### config.mk
export PLATFORM = sky130hd
export DESIGN_NAME = mac_accumulator
export DESIGN_NICKNAME = d
export VERILOG_FILES = /design/src/rtl/mac_pkg.sv /design/src/rtl/sat_adder.sv /design/src/rtl/mac_accumulator.sv
export SDC_FILE = /design/constraint.sdc
export NUM_CORES = 1
export LEC_CHECK = 0
export CORE_MARGIN = 10
export CORE_UTILIZATION = 25
export CTS_CLUSTER_SIZE = 40
export DETAILED_ROUTE_END_ITERATION = 12
export PLACE_DENSITY_LB_ADDON = 0.1
export SLEW_MARGIN = 20
export SYNTH_ARGS = -nofsm -noshare
export SYNTH_HDL_FRONTEND = slang
export SYNTH_SLANG_ARGS = --single-unit
### constraint.sdc
create_clock -name clk -period 4.75 [get_ports clk]
set_input_delay 0.95 -clock clk [delete_from_list [all_inputs] [get_ports clk]]
set_output_delay 0.95 -clock clk [all_outputs]
set_load 0.01 [all_outputs]
### src/rtl/mac_pkg.sv
// mac_pkg: shared state encoding and width parameters for the multiplier/MAC datapath
package mac_pkg;
  localparam int N = 32;
  localparam int P_W = 2 * N;
  localparam int G = 8;
  localparam int ACC_W = P_W + G;
  localparam int MAX_TERMS = 256;
  localparam int CNT_W = $clog2(MAX_TERMS + 1);
  typedef enum logic [1:0] {IDLE, ACC, DONE} mac_state_e;
endpackage

### src/rtl/sat_adder.sv
// sat_adder: unsigned a + zero-extended b, clamped to all ones on carry out
module sat_adder #(
  parameter int W = 72,
  parameter int B_W = 64
) (
  input  logic [W-1:0]   a,
  input  logic [B_W-1:0] b,
  output logic [W-1:0]   sum,
  output logic           sat
);
  logic [W:0] full;
  // one extra bit captures the carry that signals saturation
  always_comb begin
    full = {1'b0, a} + (W + 1)'(b);
    sat = full[W];
    sum = full[W] ? '1 : full[W-1:0];
  end
endmodule

### src/rtl/mac_accumulator.sv
// mac_accumulator: framed, saturating sum of multiplier products with a valid/ready result
module mac_accumulator #(
  parameter int N = mac_pkg::N,
  parameter int G = mac_pkg::G,
  parameter int MAX_TERMS = mac_pkg::MAX_TERMS,
  localparam int P_W = 2 * N,
  localparam int ACC_W = P_W + G,
  localparam int CNT_W = $clog2(MAX_TERMS + 1)
) (
  input  logic             clk,
  input  logic             rst,
  input  logic             in_valid,
  output logic             in_ready,
  input  logic             in_first,
  input  logic             in_last,
  input  logic [P_W-1:0]   in_prod,
  output logic             out_valid,
  input  logic             out_ready,
  output logic [ACC_W-1:0] out_acc,
  output logic [CNT_W-1:0] out_count,
  output logic             out_ovf
);
  import mac_pkg::mac_state_e, mac_pkg::IDLE, mac_pkg::ACC, mac_pkg::DONE;
  mac_state_e state_q, state_d;
  logic [ACC_W-1:0] acc_q, sum;
  logic [CNT_W-1:0] count_q, count_n;
  logic ovf_q, sat, accept, load;
  sat_adder #(.W(ACC_W), .B_W(P_W)) u_add (
    .a(acc_q),
    .b(in_prod),
    .sum(sum),
    .sat(sat)
  );
  assign in_ready = (state_q != DONE);
  assign accept = in_valid & in_ready;
  assign out_valid = (state_q == DONE);
  assign out_acc = acc_q;
  assign out_count = count_q;
  assign out_ovf = ovf_q;
  // next state: a load (idle or in_first) restarts the group at count 1; the group closes on in_last or at the term limit
  always_comb begin
    load = accept & ((state_q == IDLE) | in_first);
    count_n = load ? CNT_W'(1) : count_q + CNT_W'(1);
    state_d = state_q;
    if (state_q == DONE) state_d = out_ready ? IDLE : DONE;
    else if (accept) state_d = (in_last || count_n == CNT_W'(MAX_TERMS)) ? DONE : ACC;
  end
  // state, accumulator, term counter and sticky overflow registers
  always_ff @(posedge clk) begin
    if (rst) begin
      state_q <= IDLE;
      acc_q <= '0;
      count_q <= '0;
      ovf_q <= 1'b0;
    end else begin
      state_q <= state_d;
      if (accept) begin
        acc_q <= load ? ACC_W'(in_prod) : sum;
        count_q <= count_n;
        ovf_q <= load ? 1'b0 : (ovf_q | sat);
      end
    end
  end
endmodule
# Word level (Yosys, flattened, before mapping)
# Index checks and enable logic that the tools add are counted.
[totals]
reg_bits = 84
input_bits = 70
wordCells = 24
[classes]
add_sub_neg = 2
n_eq_ne = 3
muxes = 8
n_bitwise = 4
reduce_logical = 3
[ops]
columns = ["cell", "n"]
rows = [
  ["$mux 72", 2],
  ["$add 72x64->73", 1],
  ["$add 9x1->9 const B", 1],
  ["$eq 9x9->1 const B", 1],
  ["$mux 9", 1],
  ["$mux 2", 4],
  ["$and 1x1->1", 2],
  ["$eq 2x2->1 const B", 1],
  ["$logic_not 2->1", 1],
  ["$ne 2x2->1 const B", 1],
  ["$or 1x1->1", 2],
  ["$reduce_bool 2->1", 1],
  ["$logic_or 1x1->1", 1],
  ["$mux 1", 1],
]

# Logic depth before layout (Yosys ltp)
# Gate-level depths: netlist (run 1).
[logic_depth]
depth_word = 9
ltp_mapped = 14
ltp_nobuf = 12

# Hierarchy
# A second synthesis (run 1) with hierarchy kept.
[hier_totals]
cells_unflattened = 1146
area_unflattened_um2 = 8165.3
[modules_own_cells]
columns = ["mod", "instances", "cells_per_inst", "area_each_um2", "seq_area_each_um2"]
rows = [
  ["sat_adder", 1, 662, 4351.7, 0.0],
  ["mac_accumulator", 1, 484, 3813.7, 1681.6],
]

# Worst setup path after synthesis (run 1)
# Ideal clock, no wire load.
[synth_path]
kind = "input to register"
start = "in in_prod[0]"
end = "reg acc_q[13] (netlist: out_acc[13])"
setup_time_ns = 0.132
arrival_ns = 3.517
path_slack_ns = 1.101
cell_stages = 14
n_path_buf = 2
path_cell_list = "ha_1 -> fa_1 -> a211oi_1 -> nor4_1 -> nor2_1 -> a2111oi_4 -> nor3_2 -> o22ai_2 -> o21bai_2 -> nand2_1 -> buf_4 -> buf_4 -> o221ai_1 -> a21oi_1"
[synth_between]
elab_chain_len = 3
[synth_lines]
columns = ["element", "line_no", "source"]
rows = [
  ["from (decl)", "mac_accumulator.sv:16", "input logic [P_W-1:0] in_prod,"],
  ["$add 72x64->73", "sat_adder.sv:14", "full = {1'b0, a} + (W + 1)'(b);"],
  ["$mux 72", "sat_adder.sv:16", "sum = full[W] ? '1 : full[W-1:0];"],
  ["$mux 72", "mac_accumulator.sv:58", "acc_q <= load ? ACC_W'(in_prod) : sum;"],
  ["to (signal assigned)", "mac_accumulator.sv:58", ""],
  ["to (decl)", "mac_accumulator.sv:25", "logic [ACC_W-1:0] acc_q, sum;"],
]
# Every way passes these cells.
# A chain may end at the register's enable or synchronous reset.

# Worst setup path in the final report (run 1)
[layout_path]
start = "in in_prod[1]"
end = "reg acc_q[49] (netlist: out_acc[49])"
# Same word-level chain as after synthesis.

==> impl_results.md, run 1 <==
* Max_cap viols at 0
* GR peak layer: met2
* Chip width at roughly 190 um
* Worst hold slack at ~0.46 ns
* R2R depth at 11
* Final wirelength at 30300 um
* Adder-Cell Fraction of Synth Area at 11.0%
* Core area at between 20000 and 30000 um2
* First-pass GRT wire length at just under 50000 um
* Routing usage on met1 at 20.2%
* Xor/xnor share of the synthesized area at about 7.1%
* Synth Area in Simple Gates at between 20% and 30%
* Initial core utilization at about a quarter
* Drt wl/cell at around 20 um
* Status: complete, no violations
* WP buf/inv at 1
* Layout fillers at 3226
* Slowest CP cell: a2111o_1
* Leakage dissipation at a little over 4 nW
* Ys flop type: dfxtp_1
* GRT Total Usage at ~16%
* Synth area leaders: dfxtp_1, ha_1, nand2_1
* Synth Instances at 1027
* Main combinational cell family by area after synthesis: compound AO/OA/AOI/OAI gates
* Largest stage delay, worst path at 0.49 ns
* Post_cts resized at 0
* Yosys warnings at 0
* Worst path top cell family by delay: compound AO/OA/AOI/OAI gates
* DP Wirelength at ~24000 um
* Total power at roughly 2.7 mW
* Post-synth net total at approximately 1200
* CP Capture Type: flip-flop
* Distinct cells, synth at 74
* Port Buffers at between 150 and 200
* Max clock buf depth at 2
* Num ports at approximately 150
* WP data arrival at around 4.4 ns
* Register area share after synthesis at 22.1%
* Met2 usage at 26.1%
* Setup TNS Final at 0 ns
* Req. time, crit path at approximately 5.0 ns
* Clk pwr share at 30.7%
* CP Launch Type: primary input
* Sequential power share at about 30%
* TritonCTS buffer count at 9
* Post-synthesis mux area share at less than 1%
* Post-synth top area cell: dfxtp_1
* FFs w/ async S/R, synth at 0%
* Final hold vios at 0
* Combinational share of power at between 30% and 40%
* Share of layout cells above drive strength 1 at 6.23%
* CTS H-tree lvls at 3
* Worst setup margin at roughly 0.57 ns
* # diodes at 0
* Pre-Repair DR Iteration Count at 5
* GPL Wtd Cong at between 0.8 and 0.9
* Final nets at 1287
* Cell Chain, Critical Path: clkdlybuf4s50_1, ha_1, a211oi_2, o21bai_1, o21ai_2, or3b_4, a2111o_1, a22oi_4, a21oi_2, a31oi_1, xor2_1, a2111oi_2
* Critical Path Stages at 12
* Post-route DRC violation count at 0
* Final cycle utilization of the critical path at roughly 88%
* Clk_lat worst skew at around 0.35 ns
* Post-synth EDFFs at 0
* Relative slew margins at 43.1%
* Highest Clock Rate at between 200 and 250 MHz
* Mapped Area at 7600 um2
* Post-CTS Hold Fix Bufs at 0
* Fin Clk Skew at approximately 0.011 ns
* CTS root buf: clkbuf_16
* Antenna violations before repair at 1
* DP Worst Slack at 0.211 ns
* Post-CTS setup buffer count at 0
* CTS tree: yes
* Area growth syn-to-layout at 29.9%
* Synth top area share at between 20 and 25%
* Hold Crit Class: flip-flop to flip-flop
* Psw at a little under 1 mW
* Routing usage on met3 at between 3 and 4%
* Die area at between 30000 and 40000 um2
* CTS Sinks at 84
* Chip Height at a little under 200 um
* Via density per instance at ~5.2
* Sw Share at between 30% and 40%
* RSZ-0062 raised after global routing: no
* Fin crit period at 4.18 ns
* ANT nets after route at 0
* Vias in the first global route at about 8300
* Row count at 63
* Overflow after GRT at 0
* Least-Margin Pin Slew at about 0.85 ns
* Crit-path max FO at 4
* # setup viols final at 0
* Synthesis-stage register bit count at 84
* Via Count at about 8100
* Critical path class: primary input to flip-flop
* Largest net degree at the start of global routing at 30
* 1st-iter DRT viols at 421
* Slew Viols, Final at 0
* Synth Area in Compound Gates at between 30% and 40%
* Power Internal at 1.67 mW
* Synthesized area per cell at between 7 and 8 um2
* Worst-path clk slew at roughly 0.07 ns
* Hold depth at 2
* Worst VDD drop at between 150 and 200 uV
* Power per cell area at 269 nW/um2
[cells by family (layout without fill, tap and decap cells)]
logic type               after synthesis  in the layout
AO/OA/AOI/OAI                        375            375
AND/OR/NAND/NOR                      356            356
flip-flops                            84             84
buffers and inverters                 79            208
adder cells (fa/ha/maj)               66             66
XOR/XNOR                              62             62
multiplexers                           5              5
[power by group through the flow]
stage	Combinational, mW	Clock (mW)	Sequential [mW]
after floorplan	0.629	0	0.831
after global placement	1.04	0	0.822
after detailed placement	1.03	0	0.823
after CTS	1.04	0.847	0.807
after global routing	1.14	0.874	0.814
final	1.03	0.813	0.806
[layer usage]
metal  vias up  routed length, um
met2       160              14100
met4         2                221
met1      3824              14400
li1       4075                  -
met5         -                 13
met3        13               1540
[state kept, by name (all words and copies together), names as in the netlist]
| name | cells |
|---|---|
| out_acc | 72 |
| out_count | 9 |
| state_q | 2 |
| out_ovf | 1 |
[layout make-up]
| cell class | instances | area, um2 | area share [%] |
|---|---|---|---|
| Clock buffer | 10 | 239 | 2.42 |
| Sequential cell | 84 | 1680 | 17.0 |
| Multi-Input combinational cell | 864 | 5630 | 57.0 |
| Tap cell | 390 | 488 | 4.94 |
| Timing Repair Buffer | 174 | 1680 | 17.1 |
| Inverter | 18 | 67.6 | 0.684 |
| Clock inverter | 6 | 86.3 | 0.875 |
[worst paths after layout]
check	start	to	slack [ns]
setup / recovery	in_prod[1]	out_acc[49]$_SDFFE_PP0P_	0.57
hold / removal	out_acc[32]$_SDFFE_PP0P_	out_acc[32]$_SDFFE_PP0P_	0.46
setup reg to reg	out_acc[1]$_SDFFE_PP0P_	out_acc[49]$_SDFFE_PP0P_	1.30
hold reg to reg	out_acc[32]$_SDFFE_PP0P_	out_acc[32]$_SDFFE_PP0P_	0.46
[worst reg2reg max path, stage by stage (launching register included)]
cell	delay (ns)
dfxtp_1	0.41
ha_1	0.29
a211oi_2	0.22
o21bai_1	0.15
o21ai_2	0.22
or3b_4	0.44
a2111o_1	0.49
a22oi_4	0.24
a21oi_2	0.13
a31oi_1	0.28
xor2_1	0.13
a2111oi_2	0.35
[cells in the final DEF (no fill, tap or decap), types with 7 or more instances in the layout]
master / Yosys / routed
a211oi_1: 10 / 10
a21o_1: 36 / 36
a21oi_1: 117 / 117
a31oi_1: 13 / 13
and3_1: 8 / 8
buf_4: 2 / 21
clkbuf_16: 0 / 9
clkdlybuf4s50_1: 0 / 152
dfxtp_1: 84 / 84
ha_1: 65 / 65
inv_1: 18 / 18
nand2_1: 160 / 159
nand2b_1: 7 / 7
nand3_1: 21 / 21
nand4_1: 23 / 23
nor2_1: 79 / 76
nor3_1: 19 / 19
o21a_1: 9 / 9
o21ai_0: 54 / 54
o21ai_1: 9 / 9
o21bai_1: 16 / 16
o221ai_1: 53 / 53
o22ai_1: 7 / 7
xnor2_1: 30 / 30
xor2_1: 32 / 32
[cells in the mapped netlist (all sizes together) (5+ instances only)]
master / number
a211oi: 13
a21o: 36
a21oi: 120
a31oi: 14
and3: 8
buf: 9
clkbuf: 52
dfxtp: 84
ha: 65
inv: 18
nand2: 160
nand2b: 7
nand3: 22
nand4: 23
nor2: 79
nor2b: 6
nor3: 20
nor3b: 5
o211ai: 6
o21a: 9
o21ai: 65
o21bai: 17
o221ai: 53
o22ai: 8
o31ai: 6
or2: 6
or3: 7
xnor2: 30
xor2: 32
[stage by stage]
step	instances	util (%)	instance area, um2
floorplan	1027	-	7600
global route	1546	33.1	9870
CTS	1546	33.1	9870
finish	1546	33.1	9870
detailed placement	1530	32.0	9550
global placement	1530	32.0	9550
No activity file was read; power rests on OpenSTA's default activity.
==> run 2, diff against run 1 <==
--- a/config.mk
+++ b/config.mk
@@ -10,6 +10,7 @@
 export CTS_CLUSTER_SIZE = 40
 export DETAILED_ROUTE_END_ITERATION = 12
 export PLACE_DENSITY_LB_ADDON = 0.1
+export REMOVE_ABC_BUFFERS = 1
 export SLEW_MARGIN = 20
 export SYNTH_ARGS = -nofsm -noshare
 export SYNTH_HDL_FRONTEND = slang
==> run 2 against run 1 <==
  * Routed wire length fell by 2.2%
  * First-iteration DRC count fell by 13%
  * Cell count fell by 0.26%
  * Worst hold slack improved by 0.0020 ns
  * Total power rose by 0.69%
  * Global-route usage fell by 0.36 points
  * Sequential share of layout area barely moved
  * Combinational power barely moved
  * Register-to-register slack improved by 0.08 ns
  * Final area fell by 0.13%
  * Critical endpoint is now out_acc[58]$_SDFFE_PP0P_
  * Highest routed layer unchanged
==> impl_results.md, run 2 (synthesized netlist as in run 1, its figures left out) <==
* Worst VDD drop at 155 uV (about the same)
* Post_cts resized at 0 (unchanged)
* Status: complete, no violations (unchanged)
* R2r endpoint: out_acc[58]$_SDFFE_PP0P_ (was out_acc[49]$_SDFFE_PP0P_)
* CP Launch Type: primary input (unchanged)
* Setup TNS Final at 0 ns (unchanged)
* Worst min-delay path startpoint: out_acc[20]$_SDFFE_PP0P_ (was out_acc[32]$_SDFFE_PP0P_)
* Die area at 37800 um2 (unchanged)
* Post-route DRC violation count at 0 (unchanged)
* TritonCTS buffer count at 9 (unchanged)
* Max_cap viols at 0 (unchanged)
* DP Wirelength at 22900 um (was 23800 um)
* # setup viols final at 0 (unchanged)
* Most common cell after layout, fill and taps aside: nand2_1 (unchanged)
* # diodes at 0 (unchanged)
* Most frequent cells in the layout: nand2_1, clkdlybuf4s50_1, a21oi_1 (unchanged)
* GRT Total Usage at 15.2% (was 15.6%)
* Final hold vios at 0 (unchanged)
* DP Worst Slack at 0.278 ns (was 0.211 ns)
* Fin Clk Skew at 0.0118 ns (was 0.0106 ns)
* R2R depth at 12 (was 11)
* Hold Crit Endpoint: out_acc[20]$_SDFFE_PP0P_ (was out_acc[32]$_SDFFE_PP0P_)
* Hold Crit Class: flip-flop to flip-flop (unchanged)
* Fin crit period at 4.09 ns (was 4.18 ns)
* Overflow after GRT at 0 (unchanged)
* Power per cell area at 271 nW/um2 (was 269 nW/um2)
* Port Buffers at 153 (unchanged)
* Worst setup margin at 0.657 ns (was 0.567 ns)
* Chip Height at 194 um (unchanged)
* Slew Viols, Final at 0 (unchanged)
* Launch point of the worst reg-to-reg path: out_acc[0]$_SDFFE_PP0P_ (was out_acc[1]$_SDFFE_PP0P_)
* CTS H-tree lvls at 3 (unchanged)
* Final wirelength at 29600 um (was 30300 um)
* Finished Cell Area at 9860 um2 (was 9870 um2)
* 1st-iter DRT viols at 368 (was 421)
* Leakage dissipation at 4.01 nW (was 4.02 nW)
* Relative slew margins at 37.5% (was 43.1%)
* Layout fillers at 3227 (was 3226)
* Least-Margin Pin Slew at 0.931 ns (was 0.847 ns)
* Row count at 63 (unchanged)
* Largest net degree at the start of global routing at 57 (was 30)
* Share of layout cells above drive strength 1 at 5.90% (was 6.23%)
* Placed cell areas at 9530 um2 (was 9550 um2)
* GPL Wtd Cong at 0.854 (was 0.875)
* Highest Clock Rate at 244 MHz (was 239 MHz)
* Final cycle utilization of the critical path at 86.2% (was 88.1%)
* CTS root buf: clkbuf_16 (unchanged)
* Final nets at 1283 (was 1287)
* WP data arrival at 4.38 ns (was 4.43 ns)
* Post-CTS Hold Fix Bufs at 0 (unchanged)
* Antenna violations before repair at 2 (was 1)
* Max clock buf depth at 2 (unchanged)
* RSZ-0062 raised after global routing: no (unchanged)
* Crit-path max FO at 4 (unchanged)
* CTS Sinks at 84 (unchanged)
* Pre-Repair DR Iteration Count at 7 (was 5)
* Via Count at 7954 (was 8074)
* Num ports at 154 (unchanged)
* Critical path class: primary input to flip-flop (unchanged)
* First-pass GRT wire length at 47200 um (was 48100 um)
* Req. time, crit path at 5.04 ns (was 5.00 ns)
* Vias in the first global route at 8111 (was 8253)
* Worst-path clk slew at 0.07 ns (about the same)
* Worst R2R Setup Slack at 1.38 ns (was 1.30 ns)
* Hold depth at 2 (unchanged)
* Via density per instance at 5.16 (was 5.22)
* Initial core utilization at 25.5% (unchanged)
* CP Capture Type: flip-flop (unchanged)
* Chip width at 194 um (unchanged)
* Max reg flops at 72 (unchanged)
* Core area at 29800 um2 (unchanged)
* CTS tree: yes (unchanged)
* Drt wl/cell at 19.2 um (was 19.6 um)
* ANT nets after route at 0 (unchanged)
* Clk_lat worst skew at 0.36 ns (was 0.35 ns)
* Post-CTS setup buffer count at 0 (unchanged)
* Area growth syn-to-layout at 29.8% (was 29.9%)
[run 2: final cells by class]
class | instances | area (um2) | share of cell area (%)
flip-flops and latches | 84 | 1680 | 17.1
well taps | 390 | 488 | 4.95
clock buffers | 9 | 225 | 2.28
inverters | 18 | 67.6 | 0.685
repair buffers | 170 | 1670 | 16.9
multi-input cells | 864 | 5630 | 57.1
clock inverters | 7 | 105 | 1.07
[run 2: worst max path at each step]
stage          startpoint                        to  slack (ns)
6_report       in_prod[0]  out_acc[58]$_SDFFE_PP0P_        0.66
2_1_floorplan  in_prod[0]  out_acc[60]$_SDFFE_PP0P_        0.43
5_1_grt        in_prod[0]  out_acc[58]$_SDFFE_PP0P_        0.39
3_3_place_gp   in_prod[0]  out_acc[58]$_SDFFE_PP0P_        0.33
3_5_place_dp   in_prod[0]  out_acc[56]$_SDFFE_PP0P_        0.28
4_1_cts        in_prod[0]  out_acc[58]$_SDFFE_PP0P_        0.65
[run 2: worst max-delay path, stage by stage]
cell and delay, ns:
clkdlybuf4s50_1 0.44, ha_1 0.26, fa_1 0.43, a211oi_1 0.34, nor4_1 0.11, nor2_1 0.33
a2111oi_4 0.16, o21ai_1 0.19, nand4_1 0.15, a311oi_2 0.46, o31ai_1 0.15, mux2_1 0.33
o21ai_1 0.08
[run 2: metal layers]
metal  routed length, um  part of all wire, %  track usage, %  up-vias
met4                 244                 0.82            2.75        4
li1                    -                    -               -     4057
met2               13200                   44            24.3      142
met5                  27                0.091               0        -
met3                1690                  5.7            4.46       19
met1               14500                   49            20.1     3732
[run 2: power breakdown]
group	internal (mW)	total, mW	switching [mW]
logic	0.435	1.02	0.587
clock network	0.471	0.846	0.375
registers	0.756	0.803	0.0476
[run 2: stage by stage]
| stage | hold WS (ns) | utilization (%) | power (mW) | cells |
|---|---|---|---|---|
| 3_3_place_gp | 0.452 | 32.0 | 1.85 | 1526 |
| 6_report | 0.464 | 33.1 | 2.67 | 1542 |
| 5_1_grt | 0.485 | 33.1 | 2.84 | 1542 |
| 4_1_cts | 0.464 | 33.1 | 2.71 | 1542 |
| 2_1_floorplan | 0.477 | - | 1.44 | 966 |
| 3_5_place_dp | 0.454 | 32.0 | 1.85 | 1526 |
